$ cat config.mk
export PLATFORM = sky130hd
export DESIGN_NAME = imem_boot_loader
export DESIGN_NICKNAME = d
export VERILOG_FILES = /design/src/rtl/imem_pkg.sv /design/src/rtl/imem_boot_loader.sv
export SDC_FILE = /design/constraint.sdc
export NUM_CORES = 1
export LEC_CHECK = 0
export CELL_PAD_IN_SITES_DETAIL_PLACEMENT = 0
export CELL_PAD_IN_SITES_GLOBAL_PLACEMENT = 1
export CORE_MARGIN = 5
export CORE_UTILIZATION = 31
export CTS_BUF_LIST = sky130_fd_sc_hd__clkbuf_4
export DETAILED_ROUTE_END_ITERATION = 12
export PLACE_DENSITY_LB_ADDON = 0.08
export SETUP_SLACK_MARGIN = 0.5
export SLEW_MARGIN = 40
export SYNTH_ARGS = -nofsm -noshare
export SYNTH_HDL_FRONTEND = slang
export SYNTH_SLANG_ARGS = --single-unit
$ cat constraint.sdc
create_clock -name clk -period 3.8 [get_ports clk]
set_clock_uncertainty 0.05 [all_clocks]
set_input_delay 0.76 -clock clk [delete_from_list [all_inputs] [get_ports clk]]
set_output_delay 0.76 -clock clk [all_outputs]
set_load 0.005 [all_outputs]
$ cat src/rtl/imem_pkg.sv
// Shared definitions for the instruction memory boot loader, its memory and its bench.
package imem_pkg;

    localparam int          IMEM_DEPTH    = 32;
    localparam int          IMEM_IDX_W    = 5;
    localparam int          IMEM_BASE_IDX = 1;
    localparam logic [31:0] NOP_WORD      = 32'h0;

    typedef enum logic [2:0] {
        WAIT_LEN,
        LOAD,
        CLEAR,
        RUN,
        ERROR
    } imem_state_e;

endpackage

$ cat src/rtl/imem_boot_loader.sv
// Boot sequencer: holds the core, loads a length-prefixed program from the host into
// instruction memory, zero-fills the rest, then releases the core and passes its PC through.
module imem_boot_loader
    import imem_pkg::*;
#(
    parameter int DEPTH    = IMEM_DEPTH,
    parameter int IDX_W    = IMEM_IDX_W,
    parameter int BASE_IDX = IMEM_BASE_IDX
) (
    input  logic        clk,
    input  logic        reset,
    input  logic        host_valid,
    input  logic [31:0] host_data,
    output logic        host_ready,
    input  logic        load_req,
    input  logic [31:0] pc_addr,
    output logic [31:0] imem_addr,
    output logic        imem_we,
    output logic [31:0] imem_wdata,
    output logic        core_hold,
    output logic        load_done,
    output logic        load_err,
    output imem_state_e state_dbg
);

    // Index counters carry one extra bit so that DEPTH itself is representable.
    localparam int CW = IDX_W + 1;

    imem_state_e   state_q, state_d;
    logic [CW-1:0] widx_q, widx_d;
    logic [CW-1:0] cnt_q, cnt_d;
    logic          host_ready_q, host_ready_d;
    logic          we_q, we_d;
    logic [31:0]   waddr_q, waddr_d;
    logic [31:0]   wdata_q, wdata_d;
    logic          load_done_q, load_done_d;
    logic          hs;

    // Host handshake: a word transfers on a rising edge where host_valid and host_ready are
    // both 1; host_ready is registered and never depends on host_valid in the same cycle.
    assign hs = host_valid && host_ready_q;

    always_comb begin
        state_d     = state_q;
        widx_d      = widx_q;
        cnt_d       = cnt_q;
        we_d        = 1'b0;
        waddr_d     = waddr_q;
        wdata_d     = wdata_q;
        case (state_q)
            WAIT_LEN: begin
                if (hs) begin
                    widx_d = CW'(BASE_IDX);
                    if (host_data == 32'd0) begin
                        state_d = CLEAR;
                    end else if (host_data > 32'(DEPTH - BASE_IDX)) begin
                        state_d = ERROR;
                    end else begin
                        state_d = LOAD;
                        cnt_d   = host_data[CW-1:0];
                    end
                end
            end
            LOAD: begin
                if (hs) begin
                    we_d    = 1'b1;
                    waddr_d = {{(30-IDX_W){1'b0}}, widx_q[IDX_W-1:0], 2'b00};
                    wdata_d = host_data;
                    widx_d  = widx_q + CW'(1);
                    cnt_d   = cnt_q - CW'(1);
                    if (cnt_q == CW'(1)) begin
                        state_d = CLEAR;
                    end
                end
            end
            CLEAR: begin
                // The cycle that finds widx at DEPTH shows the final registered write and issues none.
                if (widx_q == CW'(DEPTH)) begin
                    state_d = RUN;
                end else begin
                    we_d    = 1'b1;
                    waddr_d = {{(30-IDX_W){1'b0}}, widx_q[IDX_W-1:0], 2'b00};
                    wdata_d = NOP_WORD;
                    widx_d  = widx_q + CW'(1);
                end
            end
            RUN: begin
                if (load_req) begin
                    state_d = WAIT_LEN;
                end
            end
            ERROR: begin
                if (load_req) begin
                    state_d = WAIT_LEN;
                end
            end
            default: begin
                state_d = WAIT_LEN;
            end
        endcase
        host_ready_d = (state_d == state_q) && ((state_q == WAIT_LEN) || (state_q == LOAD));
        load_done_d  = (state_d == RUN) && (state_q != RUN);
    end

    always_ff @(posedge clk) begin
        if (reset) begin
            state_q      <= WAIT_LEN;
            widx_q       <= '0;
            cnt_q        <= '0;
            host_ready_q <= 1'b0;
            we_q         <= 1'b0;
            waddr_q      <= '0;
            wdata_q      <= '0;
            load_done_q  <= 1'b0;
        end else begin
            state_q      <= state_d;
            widx_q       <= widx_d;
            cnt_q        <= cnt_d;
            host_ready_q <= host_ready_d;
            we_q         <= we_d;
            waddr_q      <= waddr_d;
            wdata_q      <= wdata_d;
            load_done_q  <= load_done_d;
        end
    end

    assign host_ready = host_ready_q;
    assign imem_we    = we_q;
    assign imem_wdata = wdata_q;
    assign imem_addr  = (state_q == RUN) ? pc_addr : waddr_q;
    assign core_hold  = (state_q != RUN);
    assign load_done  = load_done_q;
    assign load_err   = (state_q == ERROR);
    assign state_dbg  = state_q;

endmodule

Word level (Yosys, flattened, before mapping):

Index checks and enable logic that the tools add are counted.

* bitwise gates (word level): 0
* shift operators: 0
* reduce and logical (&&, ||, !) cells: 13
* multiply operators: 0
* equality and inequality tests: 14
* mux-type cells: 27
* $lt $le $gt $ge: 1
* div/mod/pow operators: 0
* add/subtract/negate cells: 2

Operator list (count)
* $mux 32: 5
* $pmux 32 s2: 2
* $mux 6: 7
* $gt 32x5->1 const B: 1
* $logic_not 32->1: 1
* $mux 3: 7
* $pmux 6 s3: 1
* $pmux 3 s4: 1
* $pmux 6 s2: 1
* $ne 2x2->1 const B: 5
* $eq 3x2->1 const B: 3
* $add 6x1->6 const B: 1
* $eq 6x1->1 const B: 1
* $eq 6x6->1 const B: 1
* $sub 6x1->6 const B: 1
* $reduce_and 5->1: 1
* $reduce_and 4->1: 1
* $reduce_bool 2->1: 2
* $eq 3x1->1 const B: 1
* $eq 3x3->1: 1
* $eq 3x3->1 const B: 1
* $logic_and 1x1->1: 3
* $logic_not 3->1: 1
* $ne 3x2->1 const B: 1
* other kinds (6): 7

* latch bits: 0
* bits in writable memories: 0
* output and inout bits: 72
* memory bits (read-only): 0
* register bits: 82
* logic and storage cells: 65
* input bits: 68
* memories: 0

Depth between registers and ports, before layout:

Gate-level depths: netlist of the first run.

* depth in word-level cells: 7
* depth in mapped cells: 9
* mapped depth without buffers: 8

Least setup slack after synthesis of the first run:

OpenSTA, ideal clock, no wires.

* kind: in2reg
* from: input host_data[28]
* to: register cnt_q[1]
* path slack: 1.508 ns
* cell stages on the path: 6
* arrival time: 2.155 ns
* setup time: 0.086 ns
* path buffers: 0
* required time: 3.664 ns
* cell sequence: nor4_2 nand4_1 nor4_4 nand2_2 a21o_1 a221oi_2

* word-level cells in the longest chain between the ends: 3
* elaborated cells on any way between the ends: 5
* classes of those cells: order compare: 1; eq/ne: 2; reduce/logical: 2

RTL lines
* start, declared: line imem_boot_loader.sv:13 `input logic [31:0] host_data,`
* $gt 32x5->1 / $logic_not 32->1 (equally long branches): line imem_boot_loader.sv:56, imem_boot_loader.sv:54
* $ne 2x2->1 (no source line)
* $reduce_and 5->1 (no source line) *
* end signal, assigned: line imem_boot_loader.sv:118 `cnt_q <= cnt_d;`
* end, declared: line imem_boot_loader.sv:31 `logic [CW-1:0] cnt_q, cnt_d;`

Mark *: on every way between the ends. The rest lies on a longest branch, timed or not.
A chain may end at the register's enable or synchronous reset.

Worst setup path after layout of the first run:

* from: register state_q[1], in the netlist state_dbg[1]
* to: output imem_addr[4]

* word-level cells in the longest chain between the ends: 2

RTL lines
* start, declared: line imem_boot_loader.sv:29 `imem_state_e state_q, state_d;`
* start signal, assigned: line imem_boot_loader.sv:116 `state_q <= state_d;`
* $eq 3x2->1: line imem_boot_loader.sv:130 `assign imem_addr = (state_q == RUN) ? pc_addr : waddr_q;`
* $mux 32: line imem_boot_loader.sv:130
* end, declared: line imem_boot_loader.sv:17 `output logic [31:0] imem_addr,`

No other way between the ends.

==> results_tabular.tex, run 1 <==
\begin{tabular}{lr}
\hline
Metric & Value \\
\hline
\multicolumn{2}{l}{\textbf{CTS}} \\
\quad CTS hold repair buffers & 0 \\
\quad Clock-pin slew of the registers on the worst-case setup and hold paths & 160 ps \\
\quad Root buffer selected by CTS & sky130\_fd\_sc\_hd\_\_clkbuf\_4 \\
\quad Number of buffers on the longest clock path & 2 \\
\quad CTS tree & done \\
\quad Post-CTS Setup Bufs & 0 \\
\quad Max H-tree Level & 2 \\
\quad Sinks on Clock Net & 55 \\
\quad CTS buffer count & 5 \\
\quad Post-cts gate resize count & 0 \\
\quad Clock latency on the worst-skew pair & 370 ps \\
\multicolumn{2}{l}{\textbf{Floorplan}} \\
\quad Die span in x & 104 µm \\
\quad Die outline area & 0.0108 mm² \\
\quad Starting utilization of the core area & 0.315 \\
\quad Placement Rows & 34 \\
\quad Chip height & 104 µm \\
\quad CORE AREA & 0.00864 mm² \\
\quad Boundary Pins & 140 \\
\multicolumn{2}{l}{\textbf{Worst setup path}} \\
\quad Data arrival, critical path & 2190 ps \\
\quad Critical-path top delay cell & sky130\_fd\_sc\_hd\_\_dfxtp\_2 \\
\quad Ordered list of cells on the worst path & and3\_1 -> clkinv\_2 -> nand2\_1 -> nand2\_1 -> clkdlybuf4s50\_1 \\
\quad Worst flop-to-flop path endpoint & imem\_wdata[22] \\
\quad Largest incremental delay on the critical path & 660 ps \\
\quad Crit path capture & imem\_addr[4] \\
\quad Data required time of the worst path & 2990 ps \\
\quad Setup slack of the most critical reg-to-reg path & 1080 ps \\
\quad Start point of the critical path & state\_dbg[1] \\
\quad Worst reg2reg startpoint & state\_dbg[0] \\
\quad Critical path's most frequent cell & sky130\_fd\_sc\_hd\_\_nand2\_1 \\
\quad Startpoint-to-endpoint class of the critical path & flip-flop to output pin \\
\quad Crit. End Element & output pin \\
\quad Worst reg2reg path depth & 7 \\
\quad Crit path max fanout & 37 \\
\quad Crit path launch type & flip-flop \\
\multicolumn{2}{l}{\textbf{Place}} \\
\quad PortBufs & 139 \\
\quad Final GP Congestion & 0.805 \\
\quad Detailed placement HPWL & 6.37 mm \\
\quad Placed cell count & 552 \\
\multicolumn{2}{l}{\textbf{STA}} \\
\quad Pins over their slew limit & 0 \\
\quad Worst-Margin Slew & 653 ps \\
\quad RSZ-0062 raised after global routing & no \\
\quad Shortest clock period the worst path allows after layout & 3000 ps \\
\quad \# setup viols final & 0 \\
\quad Final Hold Violating Endpoints & 0 \\
\quad Maximum frequency from static timing analysis & 0.334 GHz \\
\quad Final-layout setup total negative slack & 0 ps \\
\quad Final worst-path cycle share & 0.789 \\
\quad Worst-case headroom to the max-slew limit & 0.562 \\
\multicolumn{2}{l}{\textbf{Final layout}} \\
\quad \# diodes & 0 \\
\quad FF+latch area & 0.00110 mm² \\
\quad Post-layout instance count excluding filler cells & 559 \\
\quad Number of fill cells in the layout & 871 \\
\quad Nets & 523 \\
\quad Area delta synth->final & 56.0\% \\
\quad Combined area of the multi-input logic cells & 0.00148 mm² \\
\quad Fraction of final layout cells sized beyond drive strength 1 & 0.0710 \\
\multicolumn{2}{l}{\textbf{Yosys}} \\
\quad Async set-reset flop share out of synthesis & 0 \\
\quad Most common flop cell mapped by yosys & sky130\_fd\_sc\_hd\_\_dfxtp\_1 \\
\quad Synth cell types & 50 \\
\quad Number of synthesized register bits & 55 \\
\quad Register area share after synthesis & 0.405 \\
\quad Post-synthesis net count & 396 \\
\quad Count of yosys warnings during synthesis & 0 \\
\quad Number of enable-type register cells in the synthesized netlist & 0 \\
\quad Post-Synthesis Cell Area & 0.00272 mm² \\
\quad Avg Cell Area, Syn & 8.40 µm² \\
\quad Post-Synthesis Cells & 324 \\
\multicolumn{2}{l}{\textbf{Detailed routing}} \\
\quad Avg Vias per Cell & 5.05 \\
\quad Number of search-and-repair iterations in the first detailed-routing pass & 4 \\
\quad Detailed-route wire length & 8.53 mm \\
\quad Antenna viol nets, final & 0 \\
\quad Routed wirelength normalized by instance count & 15.3 µm \\
\quad Routed via count & 2821 \\
\quad Residual DRC count & 0 \\
\quad Count of routing violations after the opening detailed-route iteration & 156 \\
\multicolumn{2}{l}{\textbf{Power}} \\
\quad Power density over the cells & 241 mW/mm² \\
\quad Peak supply drop & 0.000160 V \\
\quad Leakage dissipation & 1.62 nW \\
\multicolumn{2}{l}{\textbf{Outcome}} \\
\quad Run status & completed \\
\multicolumn{2}{l}{\textbf{Global route}} \\
\quad Global route overflow & 0 \\
\quad Number of global-route vias before repair & 2706 \\
\quad Global-route wire length before repair & 14.0 mm \\
\quad Pin count of the biggest net entering global routing & 38 \\
\quad Total global-route track usage & 0.151 \\
\quad Number of antenna violations at the first check in global routing & 0 \\
\multicolumn{2}{l}{\textbf{Hold path}} \\
\quad Depth of the worst hold-timing path & 2 \\
\quad Hold/Removal Path Class & flip-flop to flip-flop \\
\multicolumn{2}{l}{\textbf{Run}} \\
\quad MaxCap Viol Count & 0 \\
\hline
\end{tabular}
-- state kept, by name, indices dropped and copies added, names as in the netlist --
signal / flops
waddr_q: 5
imem_wdata: 32
cnt_q: 6
imem_we: 1
host_ready: 1
load_done: 1
state_dbg: 3
widx_q: 6
-- kinds of logic after synthesis --
group	count (synthesis)	synth area share
muxes	5	0.0184
buffers and inverters	32	0.0510
adders and majority gates	4	0.0184
AOI/OAI and AO/OA	76	0.209
DFF	55	0.405
and+or+nand+nor	152	0.298
-- area by class of cell --
type,instances,share of cell area
multi-input combinational,237,0.349
timing repair buffer,143,0.334
sequential,55,0.260
tap,108,0.0318
clock buffer,5,0.00884
clock inverter,2,0.00884
inverter,9,0.00825
-- stage by stage --
step | total power [mW] | hold slack (ps) | cell area [µm²] | worst slack, ps | util
final | 1.02 | 449 | 4250 | 803 | 0.492
after global routing | 1.08 | 502 | 4250 | 587 | 0.492
after CTS | 1.04 | 455 | 4250 | 735 | 0.492
after detailed placement | 0.719 | 433 | 4170 | 775 | 0.483
after global placement | 0.719 | 422 | 4170 | 788 | 0.483
after floorplan | 0.627 | 408 | 2720 | 1510 | -
-- worst max-delay path, delay by kind of cell (launching register included) --
| kind | cells | cell delay [ps] |
|---|---|---|
| DFF | 1 | 660 |
| and+or+nand+nor | 3 | 560 |
| buffers and inverters | 2 | 600 |
-- layout by cell type (no fill, tap or decap), types with 5 or more instances in the layout --
| cell type | netlist | final |
|---|---|---|
| sky130_fd_sc_hd__mux2i_1 | 5 | 5 |
| sky130_fd_sc_hd__clkbuf_4 | 0 | 5 |
| sky130_fd_sc_hd__inv_1 | 7 | 7 |
| sky130_fd_sc_hd__nor2_1 | 52 | 52 |
| sky130_fd_sc_hd__clkdlybuf4s50_1 | 0 | 138 |
| sky130_fd_sc_hd__a22oi_1 | 33 | 33 |
| sky130_fd_sc_hd__dfxtp_1 | 55 | 54 |
| sky130_fd_sc_hd__a21oi_1 | 9 | 9 |
| sky130_fd_sc_hd__o21ai_0 | 11 | 11 |
| sky130_fd_sc_hd__nor4_2 | 5 | 5 |
| sky130_fd_sc_hd__nand3_1 | 6 | 6 |
| sky130_fd_sc_hd__nand2_1 | 25 | 25 |
| sky130_fd_sc_hd__and3_1 | 31 | 31 |
-- synth_stat cells (all sizes together) (3+ instances only) --
cell type	count	area, µm²
dfxtp	55	1100
nor2	53	201
a22oi	33	248
and3	31	194
nand2	26	100
clkbuf	15	56.3
o21ai	11	55.1
a21oi	9	45.0
buf	8	47.5
inv	8	30.0
nor4	8	96.3
nand3	6	30.0
nor3	6	40.0
mux2i	5	50.1
a221oi	4	60.1
ha	4	50.1
or3	4	25.0
a21o	3	23.8
a31oi	3	25.0
nand2b	3	18.8
nand4	3	18.8
nor2b	3	18.8
or3b	3	26.3
-- worst min path at each step --
stage / startpoint / endpoint
after floorplan: widx_q[5] / widx_q[5]
after global placement: widx_q[5] / widx_q[5]
after detailed placement: imem_wdata[6] / imem_wdata[6]
after CTS: widx_q[5] / widx_q[5]
after global routing: waddr_q[4] / waddr_q[4]
final: widx_q[5] / widx_q[5]
-- routing by layer --
layer  wire [µm]  track usage  vias to the layer above
li1            -            -                     1428
met1        4130        0.211                     1273
met2        3600        0.220                      116
met3         746       0.0572                        4
met4          51       0.0361                        0
met5           0            0                        -
-- where the power goes --
group | internal [mW] | total (mW) | switching [mW]
registers | 0.580 | 0.585 | 0.00521
clock network | 0.135 | 0.318 | 0.182
logic | 0.0758 | 0.121 | 0.0454
Power figures use the tool's default switching activity.
==> run 2, diff against run 1 <==
--- a/config.mk
+++ b/config.mk
@@ -8,7 +8,7 @@
 export CELL_PAD_IN_SITES_DETAIL_PLACEMENT = 0
 export CELL_PAD_IN_SITES_GLOBAL_PLACEMENT = 1
 export CORE_MARGIN = 5
-export CORE_UTILIZATION = 31
+export CORE_UTILIZATION = 29
 export CTS_BUF_LIST = sky130_fd_sc_hd__clkbuf_4
 export DETAILED_ROUTE_END_ITERATION = 12
 export PLACE_DENSITY_LB_ADDON = 0.08
==> constraint.sdc (replaced) <==
create_clock -name clk -period 3.09 [get_ports clk]
set_clock_uncertainty 0.05 [all_clocks]
set_input_delay 0.618 -clock clk [delete_from_list [all_inputs] [get_ports clk]]
set_output_delay 0.618 -clock clk [all_outputs]
set_load 0.005 [all_outputs]
==> results_tabular.tex, run 2 (synthesized netlist as in run 1, its figures left out) <==
\begin{tabular}{lr}
\hline
Metric & Value \\
\hline
\multicolumn{2}{l}{\textbf{STA}} \\
\quad Final Hold Violating Endpoints & 0 \\
\quad Final-layout setup total negative slack & 0 ps \\
\quad Shortest clock period the worst path allows after layout & 2470 ps \\
\quad Final critical-path setup slack & 620 ps \\
\quad Worst-Margin Slew & 643 ps \\
\quad RSZ-0062 raised after global routing & no \\
\quad \# setup viols final & 0 \\
\quad Pins over their slew limit & 0 \\
\quad Final worst-path cycle share & 0.799 \\
\quad Worst-case headroom to the max-slew limit & 0.572 \\
\quad Maximum frequency from static timing analysis & 0.405 GHz \\
\multicolumn{2}{l}{\textbf{Hold path}} \\
\quad Hold/Removal Path Class & flip-flop to flip-flop \\
\quad Depth of the worst hold-timing path & 2 \\
\multicolumn{2}{l}{\textbf{CTS}} \\
\quad CTS tree & done \\
\quad Sinks on Clock Net & 55 \\
\quad CTS hold repair buffers & 0 \\
\quad Root buffer selected by CTS & sky130\_fd\_sc\_hd\_\_clkbuf\_4 \\
\quad Number of buffers on the longest clock path & 2 \\
\quad Clock latency on the worst-skew pair & 370 ps \\
\quad CTS buffer count & 5 \\
\quad Clock-pin slew of the registers on the worst-case setup and hold paths & 150 ps \\
\quad Max H-tree Level & 2 \\
\multicolumn{2}{l}{\textbf{Worst setup path}} \\
\quad Crit path max fanout & 7 \\
\quad Buffer and inverter count on the worst path & 3 \\
\quad Worst reg2reg path depth & 6 \\
\quad Crit path launch type & flip-flop \\
\quad Crit. End Element & output pin \\
\quad Data required time of the worst path & 2420 ps \\
\quad Critical-path top delay cell & sky130\_fd\_sc\_hd\_\_clkdlybuf4s50\_1 \\
\quad Startpoint-to-endpoint class of the critical path & flip-flop to output pin \\
\quad Path length in cells of the critical path & 5 \\
\quad Top cell family by delay on the critical path & buffers and inverters \\
\quad Largest incremental delay on the critical path & 500 ps \\
\quad Ordered list of cells on the worst path & inv\_2 -> nor2\_4 -> buf\_4 -> and3\_1 -> clkdlybuf4s50\_1 \\
\quad Data arrival, critical path & 1800 ps \\
\multicolumn{2}{l}{\textbf{Power}} \\
\quad Switching part of the total & 0.215 \\
\quad Peak supply drop & 0.000214 V \\
\quad Power share of the combinational group & 0.112 \\
\quad Clock network fraction of total power & 0.360 \\
\quad Part of the power in registers & 0.527 \\
\quad Internal portion of total power & 1.07 mW \\
\quad Leakage dissipation & 1.69 nW \\
\quad Power density over the cells & 311 mW/mm² \\
\quad Net switching power of the design & 0.293 mW \\
\multicolumn{2}{l}{\textbf{Final layout}} \\
\quad Flip-flop count of the largest register after layout & 32 \\
\quad Most common library cell in the layout ignoring fill and taps & sky130\_fd\_sc\_hd\_\_clkdlybuf4s50\_1 \\
\quad Commonest cells after routing, fill and taps aside & 138 x sky130\_fd\_sc\_hd\_\_clkdlybuf4s50\_1, 52 x sky130\_fd\_sc\_hd\_\_dfxtp\_1, 51 x sky130\_fd\_sc\_hd\_\_nor2\_1 \\
\quad \# diodes & 0 \\
\quad Area delta synth->final & 61.0\% \\
\quad Nets & 531 \\
\quad Fraction of final layout cells sized beyond drive strength 1 & 0.100 \\
\quad Post-layout instance count excluding filler cells & 571 \\
\multicolumn{2}{l}{\textbf{Global route}} \\
\quad Global-route wire length before repair & 14.4 mm \\
\quad Pin count of the biggest net entering global routing & 31 \\
\quad Global route overflow & 0 \\
\quad Total global-route track usage & 0.152 \\
\quad Number of antenna violations at the first check in global routing & 0 \\
\quad Number of global-route vias before repair & 2861 \\
\multicolumn{2}{l}{\textbf{Detailed routing}} \\
\quad Routed via count & 2880 \\
\quad Avg Vias per Cell & 5.04 \\
\quad Number of search-and-repair iterations in the first detailed-routing pass & 4 \\
\quad Residual DRC count & 0 \\
\quad Antenna viol nets, final & 0 \\
\quad Detailed-route wire length & 8.87 mm \\
\quad Count of routing violations after the opening detailed-route iteration & 132 \\
\quad Routed wirelength normalized by instance count & 15.5 µm \\
\multicolumn{2}{l}{\textbf{Place}} \\
\quad Detailed placement HPWL & 6.53 mm \\
\quad Final GP Congestion & 0.820 \\
\quad PortBufs & 139 \\
\quad Pre-CTS setup slack & 178 ps \\
\quad Placed cell count & 558 \\
\multicolumn{2}{l}{\textbf{Outcome}} \\
\quad Run status & completed \\
\multicolumn{2}{l}{\textbf{Floorplan}} \\
\quad Starting utilization of the core area & 0.296 \\
\quad Boundary Pins & 140 \\
\quad Die outline area & 0.0114 mm² \\
\quad Chip height & 107 µm \\
\quad Placement Rows & 35 \\
\quad CORE AREA & 0.00920 mm² \\
\quad Die span in x & 107 µm \\
\multicolumn{2}{l}{\textbf{Run}} \\
\quad MaxCap Viol Count & 0 \\
\hline
\end{tabular}
==> run 2: metal layers <==
layer,part of all wire,global-route usage,vias to the layer above,wire length (µm)
met5,0,0,-,0
met2,0.44,0.241,124,3920
met1,0.46,0.200,1310,4050
met4,0.0073,0.0265,0,65
li1,-,-,1441,-
met3,0.095,0.0560,5,842
==> run 2: path summary, 6_finish.rpt <==
kind | slack (ps) | end | startpoint
worst max-delay path | 620 | imem_addr[26] | state_dbg[0]
worst min-delay path | 450 | widx_q[5] | widx_q[5]
worst max register to register | 830 | imem_wdata[11] | state_dbg[2]
worst min register to register | 450 | widx_q[5] | widx_q[5]
==> run 2: layout make-up <==
cell class	count	area [µm²]
multi-input cells	237	1490
flip-flops and latches	55	1110
clock buffers	6	45.0
inverters	9	36.3
repair buffers	151	1500
clock inverters	2	60.1
well taps	111	139
fillers	938	4820
==> run 2: stage by stage <==
stage	total power [mW]	hold WS (ps)	instance area, µm²	utilization
finish	1.36	454	4380	0.476
global route	1.43	504	4380	0.476
CTS	1.39	457	4340	0.472
detailed placement	0.886	436	4210	0.458
global placement	0.885	423	4210	0.458
floorplan	0.771	408	2720	-
==> run 2: tightest hold or removal path, cell delays in order, from the launching register on <==
cell	delay, ps
sky130_fd_sc_hd__dfxtp_1	350
sky130_fd_sc_hd__o21ai_0	70
sky130_fd_sc_hd__a21oi_1	60
==> run 2: what timing repair did <==
item,4_1_cts,5_1_grt
cloned,1,1
resized for setup,10,6
pin swaps,0,2
buffers inserted,0,3
setup endpoints to repair,33,33
==> run 2: power by group through the flow <==
stage               combinational (mW)  clock, mW  sequential [mW]
floorplan                       0.0385          0            0.733
finish                           0.153      0.490            0.718
global placement                 0.151          0            0.735
detailed placement               0.151          0            0.735
CTS                              0.152      0.514            0.720
global route                     0.165      0.542            0.720
==> run 3, diff against run 2 <==
--- a/config.mk
+++ b/config.mk
@@ -8,7 +8,7 @@
 export CELL_PAD_IN_SITES_DETAIL_PLACEMENT = 0
 export CELL_PAD_IN_SITES_GLOBAL_PLACEMENT = 1
 export CORE_MARGIN = 5
-export CORE_UTILIZATION = 29
+export CORE_UTILIZATION = 26
 export CTS_BUF_LIST = sky130_fd_sc_hd__clkbuf_4
 export DETAILED_ROUTE_END_ITERATION = 12
 export PLACE_DENSITY_LB_ADDON = 0.08
==> constraint.sdc (replaced) <==
create_clock -name clk -period 2.1 [get_ports clk]
set_clock_uncertainty 0.05 [all_clocks]
set_input_delay 0.42 -clock clk [delete_from_list [all_inputs] [get_ports clk]]
set_output_delay 0.42 -clock clk [all_outputs]
set_load 0.005 [all_outputs]
==> results_tabular.tex, run 3 (synthesized netlist as in run 1, its figures left out) <==
\begin{tabular}{lr}
\hline
Metric & Value \\
\hline
\multicolumn{2}{l}{\textbf{Outcome}} \\
\quad Run status & completed \\
\multicolumn{2}{l}{\textbf{Detailed routing}} \\
\quad Detailed-route wire length & 11.6 mm \\
\quad Routed via count & 3347 \\
\quad Count of routing violations after the opening detailed-route iteration & 103 \\
\quad Routed wirelength normalized by instance count & 17.0 µm \\
\quad Antenna viol nets, final & 0 \\
\quad Residual DRC count & 0 \\
\quad Number of search-and-repair iterations in the first detailed-routing pass & 5 \\
\quad Avg Vias per Cell & 4.90 \\
\multicolumn{2}{l}{\textbf{CTS}} \\
\quad Clock latency on the worst-skew pair & 380 ps \\
\quad Clock-pin slew of the registers on the worst-case setup and hold paths & 160 ps \\
\quad Root buffer selected by CTS & sky130\_fd\_sc\_hd\_\_clkbuf\_4 \\
\quad Max H-tree Level & 2 \\
\quad CTS hold repair buffers & 0 \\
\quad Sinks on Clock Net & 55 \\
\quad CTS tree & done \\
\quad Number of buffers on the longest clock path & 2 \\
\quad CTS buffer count & 5 \\
\multicolumn{2}{l}{\textbf{STA}} \\
\quad Worst-case headroom to the max-slew limit & 0.614 \\
\quad Worst-Margin Slew & 579 ps \\
\quad Maximum frequency from static timing analysis & 0.477 GHz \\
\quad Final Hold Violating Endpoints & 0 \\
\quad Shortest clock period the worst path allows after layout & 2100 ps \\
\quad RSZ-0062 raised after global routing & yes \\
\quad Pins over their slew limit & 0 \\
\quad Final worst-path cycle share & 0.998 \\
\quad \# setup viols final & 0 \\
\multicolumn{2}{l}{\textbf{Global route}} \\
\quad Layer with the highest usage & met2 \\
\quad Number of global-route vias before repair & 3310 \\
\quad Total global-route track usage & 0.157 \\
\quad Pin count of the biggest net entering global routing & 33 \\
\quad Global route overflow & 0 \\
\quad Global-route wire length before repair & 16.7 mm \\
\quad Grt met2 use & 0.258 \\
\quad Number of antenna violations at the first check in global routing & 0 \\
\quad Met1 track demand over resource in global routing & 0.205 \\
\quad Met3 capacity usage during global routing & 0.0464 \\
\multicolumn{2}{l}{\textbf{Hold path}} \\
\quad Depth of the worst hold-timing path & 3 \\
\quad Hold path endpoint & imem\_wdata[16] \\
\quad Hold/Removal Path Class & input port to flip-flop \\
\quad Hold Path Origin & host\_data[16] \\
\multicolumn{2}{l}{\textbf{Run}} \\
\quad MaxCap Viol Count & 0 \\
\multicolumn{2}{l}{\textbf{Power}} \\
\quad Net switching power of the design & 0.474 mW \\
\quad Leakage dissipation & 3.01 nW \\
\quad Clock network fraction of total power & 0.306 \\
\quad Power density over the cells & 330 mW/mm² \\
\quad Power share of the combinational group & 0.148 \\
\quad Peak supply drop & 0.000262 V \\
\quad Part of the power in registers & 0.546 \\
\quad Switching part of the total & 0.245 \\
\quad Internal portion of total power & 1.46 mW \\
\multicolumn{2}{l}{\textbf{Final layout}} \\
\quad Finished Core Util & 0.569 \\
\quad Commonest cells after routing, fill and taps aside & 62 x sky130\_fd\_sc\_hd\_\_buf\_4, 46 x sky130\_fd\_sc\_hd\_\_nor2\_1, 43 x sky130\_fd\_sc\_hd\_\_buf\_6 \\
\quad Most common library cell in the layout ignoring fill and taps & sky130\_fd\_sc\_hd\_\_buf\_4 \\
\quad \# diodes & 0 \\
\quad Area delta synth->final & 115\% \\
\quad Post-layout instance count excluding filler cells & 683 \\
\quad Fraction of final layout cells sized beyond drive strength 1 & 0.554 \\
\quad Number of fill cells in the layout & 927 \\
\quad Nets & 618 \\
\quad Flip-flop count of the largest register after layout & 32 \\
\multicolumn{2}{l}{\textbf{Floorplan}} \\
\quad Die span in x & 112 µm \\
\quad Chip height & 112 µm \\
\quad Boundary Pins & 140 \\
\quad Placement Rows & 37 \\
\quad Die outline area & 0.0126 mm² \\
\quad CORE AREA & 0.0103 mm² \\
\quad Starting utilization of the core area & 0.265 \\
\multicolumn{2}{l}{\textbf{Place}} \\
\quad Final GP Congestion & 0.807 \\
\quad PortBufs & 139 \\
\quad Detailed placement HPWL & 7.03 mm \\
\quad Placed cell count & 614 \\
\multicolumn{2}{l}{\textbf{Worst setup path}} \\
\quad Crit. End Element & flip-flop \\
\quad Setup slack of the most critical reg-to-reg path & 5 ps \\
\quad Crit path max fanout & 5 \\
\quad Worst flop-to-flop path endpoint & load\_done \\
\quad Crit path launch type & flip-flop \\
\quad Data arrival, critical path & 2330 ps \\
\quad Worst reg2reg path depth & 10 \\
\quad Data required time of the worst path & 2330 ps \\
\quad Worst reg2reg startpoint & state\_dbg[0] \\
\quad Startpoint-to-endpoint class of the critical path & flip-flop to flip-flop \\
\hline
\end{tabular}
[run 3: stage by stage]
step                hold slack (ps)  power (mW)  setup slack (ps)  TNS, ps  cell area (µm²)
finish                          265        1.93              4.76        0             5850
global route                    242        2.03             -22.4    -22.4             5850
CTS                             253        1.94               129        0             4980
detailed placement              438        1.33              -418    -3720             4520
global placement                424        1.33              -399    -3900             4520
floorplan                       412        1.14               221        0             2790
[run 3: worst max-delay path: stages (launching register included)]
cell and delay, ps:
sky130_fd_sc_hd__dfxtp_4 390, sky130_fd_sc_hd__inv_4 40, sky130_fd_sc_hd__buf_4 120, sky130_fd_sc_hd__buf_6 120, sky130_fd_sc_hd__and3_4 200, sky130_fd_sc_hd__buf_6 120
sky130_fd_sc_hd__a221o_1 350, sky130_fd_sc_hd__a31oi_2 240, sky130_fd_sc_hd__buf_4 160, sky130_fd_sc_hd__nor3_2 40, sky130_fd_sc_hd__nor3b_2 180
[run 3: area by class of cell]
class	instances	area (µm²)	area share
well taps	136	170	0.0291
flip-flops and latches	55	1160	0.198
clock buffers	5	37.5	0.00641
inverters	9	46.3	0.00791
multi-input cells	238	1960	0.335
repair buffers	237	2440	0.417
clock inverters	3	38.8	0.00663
[run 3: what timing repair did]
action | in CTS | in global routing
setup buffers | 26 | 24
pin swaps | 27 | 49
gates resized for setup | 250 | 195
gates cloned | 4 | 7
endpoints found under the setup margin | 127 | 127
[run 3: worst max-delay path by stage]
stage | start | to | slack (ps)
2_1_floorplan | host_data[11] | cnt_q[5] | 220
3_3_place_gp | host_data[18] | cnt_q[4] | -400
3_5_place_dp | host_data[31] | load_done | -420
4_1_cts | state_dbg[0] | imem_addr[1] | 130
5_1_grt | state_dbg[0] | load_done | -20
6_report | state_dbg[0] | load_done | 5
[run 3: power by group through the flow]
stage	combinational [mW]	clock (mW)	sequential, mW
after floorplan	0.0588	0	1.08
after global placement	0.250	0	1.08
after detailed placement	0.250	0	1.08
after CTS	0.260	0.620	1.06
after global routing	0.306	0.666	1.06
final	0.285	0.591	1.05
[run 3: metal layers]
layer  wire length, µm  vias to the layer above
li1                  -                     1627
met1              5220                     1580
met2              5500                      130
met3               768                       10
met4               132                        0
met5                 0                        -
